File: src/rtl/btn_mode_debounce_pkg.sv
// btn_mode_debounce_pkg: shared FSM state encoding and default timing constants for the button front end.
package btn_mode_debounce_pkg;
    typedef enum logic [1:0] {
        IDLE         = 2'd0,
        PRESS_WAIT   = 2'd1,
        PRESSED      = 2'd2,
        RELEASE_WAIT = 2'd3
    } state_t;
    localparam int STABLE_CYCLES_DEF = 16;
    localparam int LONG_CYCLES_DEF   = 64;
    localparam int CNT_W_DEF         = 8;
endpackage

File: src/rtl/btn_mode_debounce_sync_2ff.sv
// sync_2ff: generic two-stage synchronizer for asynchronous single-bit inputs.
module sync_2ff (
    input  logic i_clk,
    input  logic i_rst,
    input  logic i_d,
    output logic o_q
);
    logic s1_q, s2_q;
    always_ff @(posedge i_clk) begin
        if (i_rst) begin
            s1_q <= 1'b0;
            s2_q <= 1'b0;
        end else begin
            s1_q <= i_d;
            s2_q <= s1_q;
        end
    end
    assign o_q = s2_q;
endmodule

File: src/rtl/btn_mode_debounce.sv
// btn_mode_debounce: synchronize and debounce a push-button, strobe on accepted press and toggle a mode bit.
// Define LONG_PRESS_EN to add a long-press strobe that forces the mode bit back to 0.
module btn_mode_debounce
    import btn_mode_debounce_pkg::*;
#(
    parameter int STABLE_CYCLES = STABLE_CYCLES_DEF,
    parameter int LONG_CYCLES   = LONG_CYCLES_DEF,
    parameter int CNT_W         = CNT_W_DEF
) (
    input  logic i_clk,
    input  logic i_rst,
    input  logic i_btn,
    output logic o_btn_level,
    output logic o_press,
    output logic o_mode,
    output logic o_long
);
`ifdef LONG_PRESS_EN
    localparam bit LONG_EN = 1'b1;
`else
    localparam bit LONG_EN = 1'b0;
`endif
    localparam logic [CNT_W-1:0] STABLE_LAST = CNT_W'(STABLE_CYCLES - 1);
    localparam logic [CNT_W-1:0] LONG_LAST   = CNT_W'(LONG_CYCLES - 1);
    localparam logic [CNT_W-1:0] LONG_DONE   = CNT_W'(LONG_CYCLES);

    logic s2;
    state_t state_q, state_d;
    logic [CNT_W-1:0] cnt_q, cnt_d;
    logic press_q, press_d, mode_q, mode_d, long_q, long_d, level_q, level_d;

    sync_2ff u_sync (
        .i_clk(i_clk),
        .i_rst(i_rst),
        .i_d  (i_btn),
        .o_q  (s2)
    );

    always_comb begin
        state_d = state_q;
        cnt_d   = cnt_q;
        press_d = 1'b0;
        long_d  = 1'b0;
        mode_d  = mode_q;
        case (state_q)
            IDLE: begin
                if (s2) begin
                    state_d = PRESS_WAIT;
                    cnt_d   = '0;
                end
            end
            PRESS_WAIT: begin
                if (!s2) begin
                    state_d = IDLE;
                    cnt_d   = '0;
                end else if (cnt_q == STABLE_LAST) begin
                    state_d = PRESSED;
                    cnt_d   = '0;
                    press_d = 1'b1;
                    mode_d  = ~mode_q;
                end else begin
                    cnt_d = cnt_q + 1'b1;
                end
            end
            PRESSED: begin
                // Count parks one past the threshold so the long strobe fires once per hold
                if (!s2) begin
                    state_d = RELEASE_WAIT;
                    cnt_d   = '0;
                end else if (LONG_EN && cnt_q == LONG_LAST) begin
                    cnt_d  = LONG_DONE;
                    long_d = 1'b1;
                    mode_d = 1'b0;
                end else if (LONG_EN && cnt_q < LONG_LAST) begin
                    cnt_d = cnt_q + 1'b1;
                end
            end
            RELEASE_WAIT: begin
                if (s2) begin
                    state_d = PRESSED;
                    cnt_d   = '0;
                end else if (cnt_q == STABLE_LAST) begin
                    state_d = IDLE;
                    cnt_d   = '0;
                end else begin
                    cnt_d = cnt_q + 1'b1;
                end
            end
            default: begin
                state_d = IDLE;
                cnt_d   = '0;
            end
        endcase
        level_d = (state_d == PRESSED) || (state_d == RELEASE_WAIT);
    end

    always_ff @(posedge i_clk) begin
        if (i_rst) begin
            state_q <= IDLE;
            cnt_q   <= '0;
            press_q <= 1'b0;
            mode_q  <= 1'b0;
            long_q  <= 1'b0;
            level_q <= 1'b0;
        end else begin
            state_q <= state_d;
            cnt_q   <= cnt_d;
            press_q <= press_d;
            mode_q  <= mode_d;
            long_q  <= long_d;
            level_q <= level_d;
        end
    end

    assign o_btn_level = level_q;
    assign o_press     = press_q;
    assign o_mode      = mode_q;
    assign o_long      = long_q;
endmodule

File: config.mk
export PLATFORM = sky130hd
export DESIGN_NAME = btn_mode_debounce
export DESIGN_NICKNAME = d
export VERILOG_FILES = /design/src/rtl/btn_mode_debounce_pkg.sv /design/src/rtl/btn_mode_debounce_sync_2ff.sv /design/src/rtl/btn_mode_debounce.sv
export SDC_FILE = /design/constraint.sdc
export NUM_CORES = 1
export LEC_CHECK = 0
export BUFFER_PORTS_ARGS = -buffer_cell sky130_fd_sc_hd__buf_2
export CORE_MARGIN = 8
export CORE_UTILIZATION = 45
export DETAILED_ROUTE_END_ITERATION = 16
export GPL_ROUTABILITY_DRIVEN = 0
export PLACE_DENSITY = 0.75
export SYNTH_ARGS = -nofsm -noshare
export SYNTH_HDL_FRONTEND = slang
export SYNTH_HIERARCHICAL = 1
export SYNTH_SLANG_ARGS = --single-unit
File: constraint.sdc
create_clock -name i_clk -period 1.44 [get_ports i_clk]
set_input_delay 0.36 -clock i_clk [delete_from_list [all_inputs] [get_ports i_clk]]
set_output_delay 0.36 -clock i_clk [all_outputs]
set_load 0.1 [all_outputs]
# Word level (Yosys, flattened, before mapping)
# Cells that the tools add are included.
dict set report word_totals {
  out_inout_bits 4
  in_bits 3
  word_cells 38
  register_bits 15
}
dict set report op_classes {
  addsub 1
  bitwise_logic 3
  mux 14
  n_reduce_logical 5
  eq_ne 8
}
# op count
set op_table {}
lappend op_table {{two-way mux 8 bit} 5}
lappend op_table {{case mux 8 bit (4 select lines)} 1}
lappend op_table {{two-way mux 2 bit} 6}
lappend op_table {{adder 8 x 1 -> 8 bit (second input constant)} 1}
lappend op_table {{== test 2 bit (second input constant)} 4}
lappend op_table {{== test 8 x 4 -> 1 bit (second input constant)} 1}
lappend op_table {{case mux 2 bit (4 select lines)} 1}
lappend op_table {{NOT 1 bit} 3}
lappend op_table {{AND reduction 3 bit} 1}
lappend op_table {{OR reduction 3 bit} 1}
lappend op_table {{== test 2 x 1 -> 1 bit (second input constant)} 1}
lappend op_table {{logical NOT 2 bit} 1}
lappend op_table {{!= test 2 x 1 -> 1 bit (second input constant)} 1}
lappend op_table {{!= test 2 bit (second input constant)} 1}
lappend op_table {{AND reduction 2 bit} 1}
lappend op_table {{logical OR 1 bit} 1}
lappend op_table {{two-way mux 1 bit} 1}

# Depth between registers and ports, before layout
# Gate-level depths: netlist (run 1).
dict set report depth {
  word_depth 6
  mapped_depth 5
  depth_no_buf 5
}

# By module
# Netlist (run 1), hierarchy kept.
# mod n_inst seq_area_each_um2 area_per_inst_um2 cells_each
set by_module_without_submodules {}
lappend by_module_without_submodules {btn_mode_debounce 1 240.2 584.3 63}
lappend by_module_without_submodules {sync_2ff 1 40.0 52.6 4}

# Worst setup path before layout (run 1)
# OpenSTA, ideal clock, no wires.
dict set report synth_timing {
  kind {reg2reg}
  from {register o_btn_level (netlist name)}
  to {register cnt_q[0]}
  arrival_time_ns 1.950
  period_less_slack_ns 2.014
  setup_time_ns 0.064
  path_buffers 0
  path_slack_ns -0.574
  stages_incl_launch_ff 5
  required_ns 1.376
  path_cell_list {dfxtp_1 -> xor2_2 -> or2_2 -> mux2_2 -> nor2_1}
}
# item line
set synth_lines {}
lappend synth_lines {{end signal, assigned} btn_mode_debounce.sv:107} ;# cnt_q <= cnt_d;
lappend synth_lines {{end, declared} btn_mode_debounce.sv:29} ;# logic [CNT_W-1:0] cnt_q, cnt_d;

# Final worst setup path (run 1)
dict set report layout_timing {
  from {register cnt_q[7]}
  to {register cnt_q[7]}
}
dict set report layout_via {
  elab_chain_len 4
  word_cells_on_any_way 6
  classes_between {1 x add/sub; 1 x eq/ne; 4 x mux}
}
# item line
set layout_rtl {}
lappend layout_rtl {{adder 8 x 1 -> 8 bit / == test 8 x 4 -> 1 bit (equally long branches)} n/a}
lappend layout_rtl {{two-way mux 8 bit (*)} {btn_mode_debounce.sv:56, btn_mode_debounce.sv:82}}
lappend layout_rtl {{two-way mux 8 bit (on tied branches)} {btn_mode_debounce.sv:79, btn_mode_debounce.sv:53}}
lappend layout_rtl {{case mux 8 bit (4 select lines) (*)} btn_mode_debounce.sv:45} ;# case (state_q)
# Mark *: on every way between the ends. The rest lies on a longest branch, timed or not.
# A chain may end at the register's enable or synchronous reset.

==> flow_summary.toml, run 1 <==
[outcome]
status = "complete, no violations"

[route]
via_per_inst = 5.774
initialDrtViolationCount = 13
via_count = 537
drcViolationCount = 0
wirelength_mm = 1.299
firstDrtPassIters = 4
detail-route-antenna-nets = 0
wl_per_cell_um = 13.97

[logic_synthesis]
syn_area_per_cell_um2 = 9.505
synthArstFlopShare_pct = 0
ys.flop_type = "dfxtp_1"
syn_nets = 71
ys_ff_latch = 14
synth_area_leaders = "dfxtp_1 44%, xor2_1 6.9%, nor2_1 5.3%"
ys_top_cells_by_count = "14 x dfxtp_1, 9 x nor2_1, 5 x xor2_1"
synthCells = 67
seq_area_frac_synth_pct = 44.01
synth_edf_count = 0
yosys.area.top_type_share_pct = 44.01
synth_most_common_cell = "dfxtp_1"
yosys.cell_types.count = 30
synth_area_leader_cell = "dfxtp_1"
synth_area_um2 = 636.9
ys_warn_count = 6

[timing]
layout_min_cycle_time_ns = 1.395
fmax_ghz = 0.7170
rsz0062_at_grt = "true"
finalSetupViolCount = 0
finalCritPeriodShare_pct = 96.85
slew_violations = 0
hold_viol = 0
clock_skew_ns = 0.007585
hold-worst-slack_ns = 0.3164

[global_routing]
grt_pass1_wl_mm = 2.070
grt_usage_pct = 9.479
antenna_found_initial = 0
grt_overflow_total = 0
grt_max_degree = 12
first_global_vias = 488

[final_layout]
antenna_cells = 0
utilization_pct = 60.49
drive_gt1_share_pct = 35.90
syn_to_final_growth_pct = 25.15
final_nets = 83
fin_cells = 93
fin_area_um2 = 797.0

[setup_path]
rrSetupSlack_ns = 0.05
max_stage_delay_ns = 0.53
crit_chain = "or4_1, o211ai_1, a21o_2, nor2_1"
r2r-start = "cnt_q[7]"
worstSetupEndpointType = "flip-flop"
crit_path_start_kind = "flip-flop"
rr_worst_depth = 4
path_buf_inv = 0
worstPathArrival_ns = 1.58
r2r_end = "cnt_q[7]"
worstSetupPathType = "reg -> reg"
crit_path_top_delay_cell = "or4_1"
crit_required_ns = 1.62
cp_top_family = "simple AND/OR/NAND/NOR gates"
path_depth = 4
crit_fanout = 4

[pwr]
power_leakage_nw = 0.3336
power_density_mw_per_mm2 = 895.3
peakVddDrop_mv = 0.6618
total_power_w = 0.0007136

[floorplanning]
start_util_pct = 48.34
fp.coreArea_mm2 = 0.001318
dieWidth_um = 53.62
fp-row-count = 13
die_area_mm2 = 0.002875
die_h_um = 53.62
ioPinCount = 7

[clock_network]
clockBufferDepth = 2
worstSkewPairLatency_ns = 0.28
numCtsBuffers = 3
ctsHoldBuffers = 0
clock-root-buffer = "clkbuf_4"
path_clk_slew_ns = 0.09
cts.htree.levels = 1
clock_sinks = 14
cts_tree = "done"
ctsResizeCount = 1
postCtsSetupRepairBufs = 0

[placement]
place_area_um2 = 739.5
dp_hpwl_um = 890.4
dp.cells = 89
port_buffers = 5

[flow_run]
cap_violations = 0

[hold_path]
whs_endpoint = "u_sync/s1_q"
hold_path.startpoint = "i_btn"
hold_depth = 2
hold_path_class = "in -> reg"
where the power goes:
part | internal (W) | total (W) | switching [W]
clock network | 0.000154 | 0.000282 | 0.000128
logic | 0.0000117 | 0.0000386 | 0.0000269
registers | 0.000388 | 0.000393 | 0.00000433
sequential cells by signal, indices dropped and copies added, names as in the netlist:
register     count
cnt_q            8
o_mode           1
o_press          1
u_sync/s1_q      1
o_btn_level      1
state_q          1
u_sync/o_q       1
cell type report:
class                   instances  area (um^2)
fillers                       106        520.5
multi-input cells              49        360.3
flip-flops and latches         14        285.3
repair buffers                 10        92.59
clock buffers                   4        36.28
well taps                      15        18.77
inverters                       1        3.754
how the worst max path moves through the flow:
| stage | startpoint | slack, ns | to |
|---|---|---|---|
| 2_1_floorplan | o_btn_level | 0.04 | cnt_q[0] |
| 3_3_place_gp | cnt_q[0] | 0.02 | cnt_q[6] |
| 3_5_place_dp | cnt_q[0] | 0.01 | cnt_q[6] |
| 4_1_cts | cnt_q[0] | 0.03 | cnt_q[6] |
| 5_1_grt | cnt_q[7] | -0.04 | cnt_q[7] |
| 6_report | cnt_q[7] | 0.05 | cnt_q[7] |
worst reg2reg max path, delay by kind of cell, from the launching register on:
family / cells / cell delay (ns)
AOI/OAI and AO/OA: 2 / 0.40
and+or+nand+nor: 2 / 0.59
DFF: 1 / 0.32
cells by family (layout without fill, tap and decap cells):
group,count (synthesis),after routing,share of synthesized area [%]
simple gates,28,28,24.56
flops,14,14,44.01
compound gates,11,11,11.79
xor+xnor,6,6,9.431
buf+inv,4,15,4.321
mux,2,2,3.340
fa+ha+maj,1,1,1.964
other cells,1,1,0.5888
placed cells by master, fill, tap and decap left out, drive strengths merged, types with 2 or more instances in the layout:
cell / Yosys / final
dfxtp: 14 / 14
buf: 3 / 10
nor2: 9 / 9
xor2: 6 / 6
o21ai: 4 / 4
clkbuf: 0 / 4
and3: 4 / 4
nand3: 3 / 3
o211ai: 2 / 2
nand2: 2 / 2
a31o: 2 / 2
nor2b: 2 / 2
nor4b: 2 / 2
routing by layer:
layer  global-route usage, %  vias to the layer above  wire, um
met5                       0                        -         0
met4                   1.261                        0        15
met3                   5.510                        4        90
met2                   16.99                       23       628
met1                   9.576                      253       565
li1                        -                      257         -
stage by stage:
| step | TNS, ns | worst slack (ns) |
|---|---|---|
| global placement | 0 | 0.01872 |
| global route | -0.1811 | -0.04448 |
| detailed placement | 0 | 0.01418 |
| finish | 0 | 0.04534 |
| floorplan | 0 | 0.04119 |
| CTS | 0 | 0.03276 |
Power figures use the tool's default switching activity.
==> run 2: changes to the inputs <==
--- a/config.mk
+++ b/config.mk
@@ -6,7 +6,7 @@
 export NUM_CORES = 1
 export LEC_CHECK = 0
 export BUFFER_PORTS_ARGS = -buffer_cell sky130_fd_sc_hd__buf_2
-export CORE_MARGIN = 8
+export CORE_MARGIN = 2
 export CORE_UTILIZATION = 45
 export DETAILED_ROUTE_END_ITERATION = 16
 export GPL_ROUTABILITY_DRIVEN = 0
==> run 2 against run 1 <==
Combinational power hardly changed. Die area is 40% lower. Sequential power hardly changed. Critical path type unchanged. Non-clock buffer count stayed put. Register-to-register slack hardly changed. Worst hold slack worse by 0.030 ns. Wire length is 3.6% lower. Critical endpoint is now cnt_q[6]. Utilization is 0.85 points lower. Global-route usage is 7.7 points higher. Clock power hardly changed. Flip-flop and latch count stayed put. Via count is 4.8% lower.
==> flow_summary.toml, run 2 (same netlist as run 1, synthesis figures left out) <==
[global_routing]
grt_max_degree = 12
first_global_vias = 507
antenna_found_initial = 0
grt_pass1_wl_mm = 2.283
grt_usage_pct = 17.14
grt_overflow_total = 0

[route]
drcViolationCount = 0
via_count = 511
firstDrtPassIters = 4
via_per_inst = 5.495
wl_per_cell_um = 13.46
wirelength_mm = 1.252
initialDrtViolationCount = 5
detail-route-antenna-nets = 0

[timing]
clock_skew_ns = 0.0005885
rsz0062_at_grt = "true"
fmax_ghz = 0.7207
slew_violations = 0
hold-worst-slack_ns = 0.2859
layout_min_cycle_time_ns = 1.388
hold_viol = 0
tns_ns = 0
layout_setup_ws_ns = 0.05249
finalCritPeriodShare_pct = 96.35
finalSetupViolCount = 0

[final_layout]
fin_cells = 93
layout_commonest_cell = "dfxtp_1"
largest_reg_flops = 8
syn_to_final_growth_pct = 23.38
largest_register = "cnt_q"
final_cell_mix = "11 x dfxtp_1, 9 x nor2_1, 6 x buf_4"
final_nets = 83
antenna_cells = 0
drive_gt1_share_pct = 37.18

[clock_network]
cts.htree.levels = 1
clockBufferDepth = 2
cts_tree = "done"
clock-root-buffer = "clkbuf_4"
path_clk_slew_ns = 0.08
numCtsBuffers = 3
postCtsSetupRepairBufs = 0
worstSkewPairLatency_ns = 0.28
clock_sinks = 14

[setup_path]
crit_fanout = 4
worstSetupPathType = "reg -> reg"
worstPathArrival_ns = 1.57
crit_path_start_kind = "flip-flop"
crit_required_ns = 1.62
worstSetupEndpointType = "flip-flop"

[floorplanning]
fp-row-count = 13
die_h_um = 41.62
dieWidth_um = 41.62
start_util_pct = 48.34
fp.coreArea_mm2 = 0.001318
die_area_mm2 = 0.001732
ioPinCount = 7

[placement]
port_buffers = 5
dp_hpwl_um = 878.6
dp_slack_ns = 0.002560
dp.cells = 89

[pwr]
power_leakage_nw = 0.3315
peakVddDrop_mv = 0.5108
power_density_mw_per_mm2 = 907.9

[flow_run]
cap_violations = 0

[hold_path]
hold_path_class = "in -> reg"

[outcome]
status = "complete, no violations"
run 2: area by class of cell:
cell class	instances	area, um^2
flip-flops and latches	14	286.5
clock buffers	4	36.28
multi-input cells	49	360.3
inverters	1	3.754
repair buffers	10	80.08
well taps	15	18.77
fillers	127	531.8
run 2: final timing paths:
check,start,end,slack [ns],depth (start not counted)
max,cnt_q[0],cnt_q[6],0.05,5
max reg2reg,cnt_q[0],cnt_q[6],0.05,5
min,i_btn,u_sync/s1_q,0.29,2
min reg2reg,u_sync/s1_q,u_sync/o_q,0.46,1
run 2: timing repair:
action / in CTS / in global routing
gates cloned: 0 / 0
endpoints found under the setup margin: 2 / 8
resized for setup: 3 / 4
hold buffers: 0 / 0
run 2: report_power, final:
group	switching (W)	total (W)	internal [W]
clock network	0.000128	0.000282	0.000154
logic	0.0000272	0.0000389	0.0000117
registers	0.00000452	0.000393	0.000388
total	0.000159	0.000713	0.000554
run 2: worst max-delay path: stages (launching register included):
cell	delay (ns)
dfxtp_2	0.34
ha_2	0.20
and3_4	0.20
and3_1	0.18
nor4b_2	0.16
a31o_2	0.21
run 2: metrics by stage:
stage	power, W	cell area (um^2)	util, %
global route	0.0007483	785.8	59.64
detailed placement	0.0004404	724.4	54.99
CTS	0.0007206	772.0	58.59
floorplan	0.0004355	651.9	-
global placement	0.0004395	724.4	54.99
finish	0.0007134	785.8	59.64
run 2: layer usage:
metal  wire length [um]  part of all wire, %  GRT usage, %  vias up
li1                   -                    -             -      256
met1                597                   48         21.47      241
met2                604                   48         27.81       12
met3                 39                  3.1         2.609        2
met4                 10                 0.80         9.677        0
met5                  0                    0             0        -
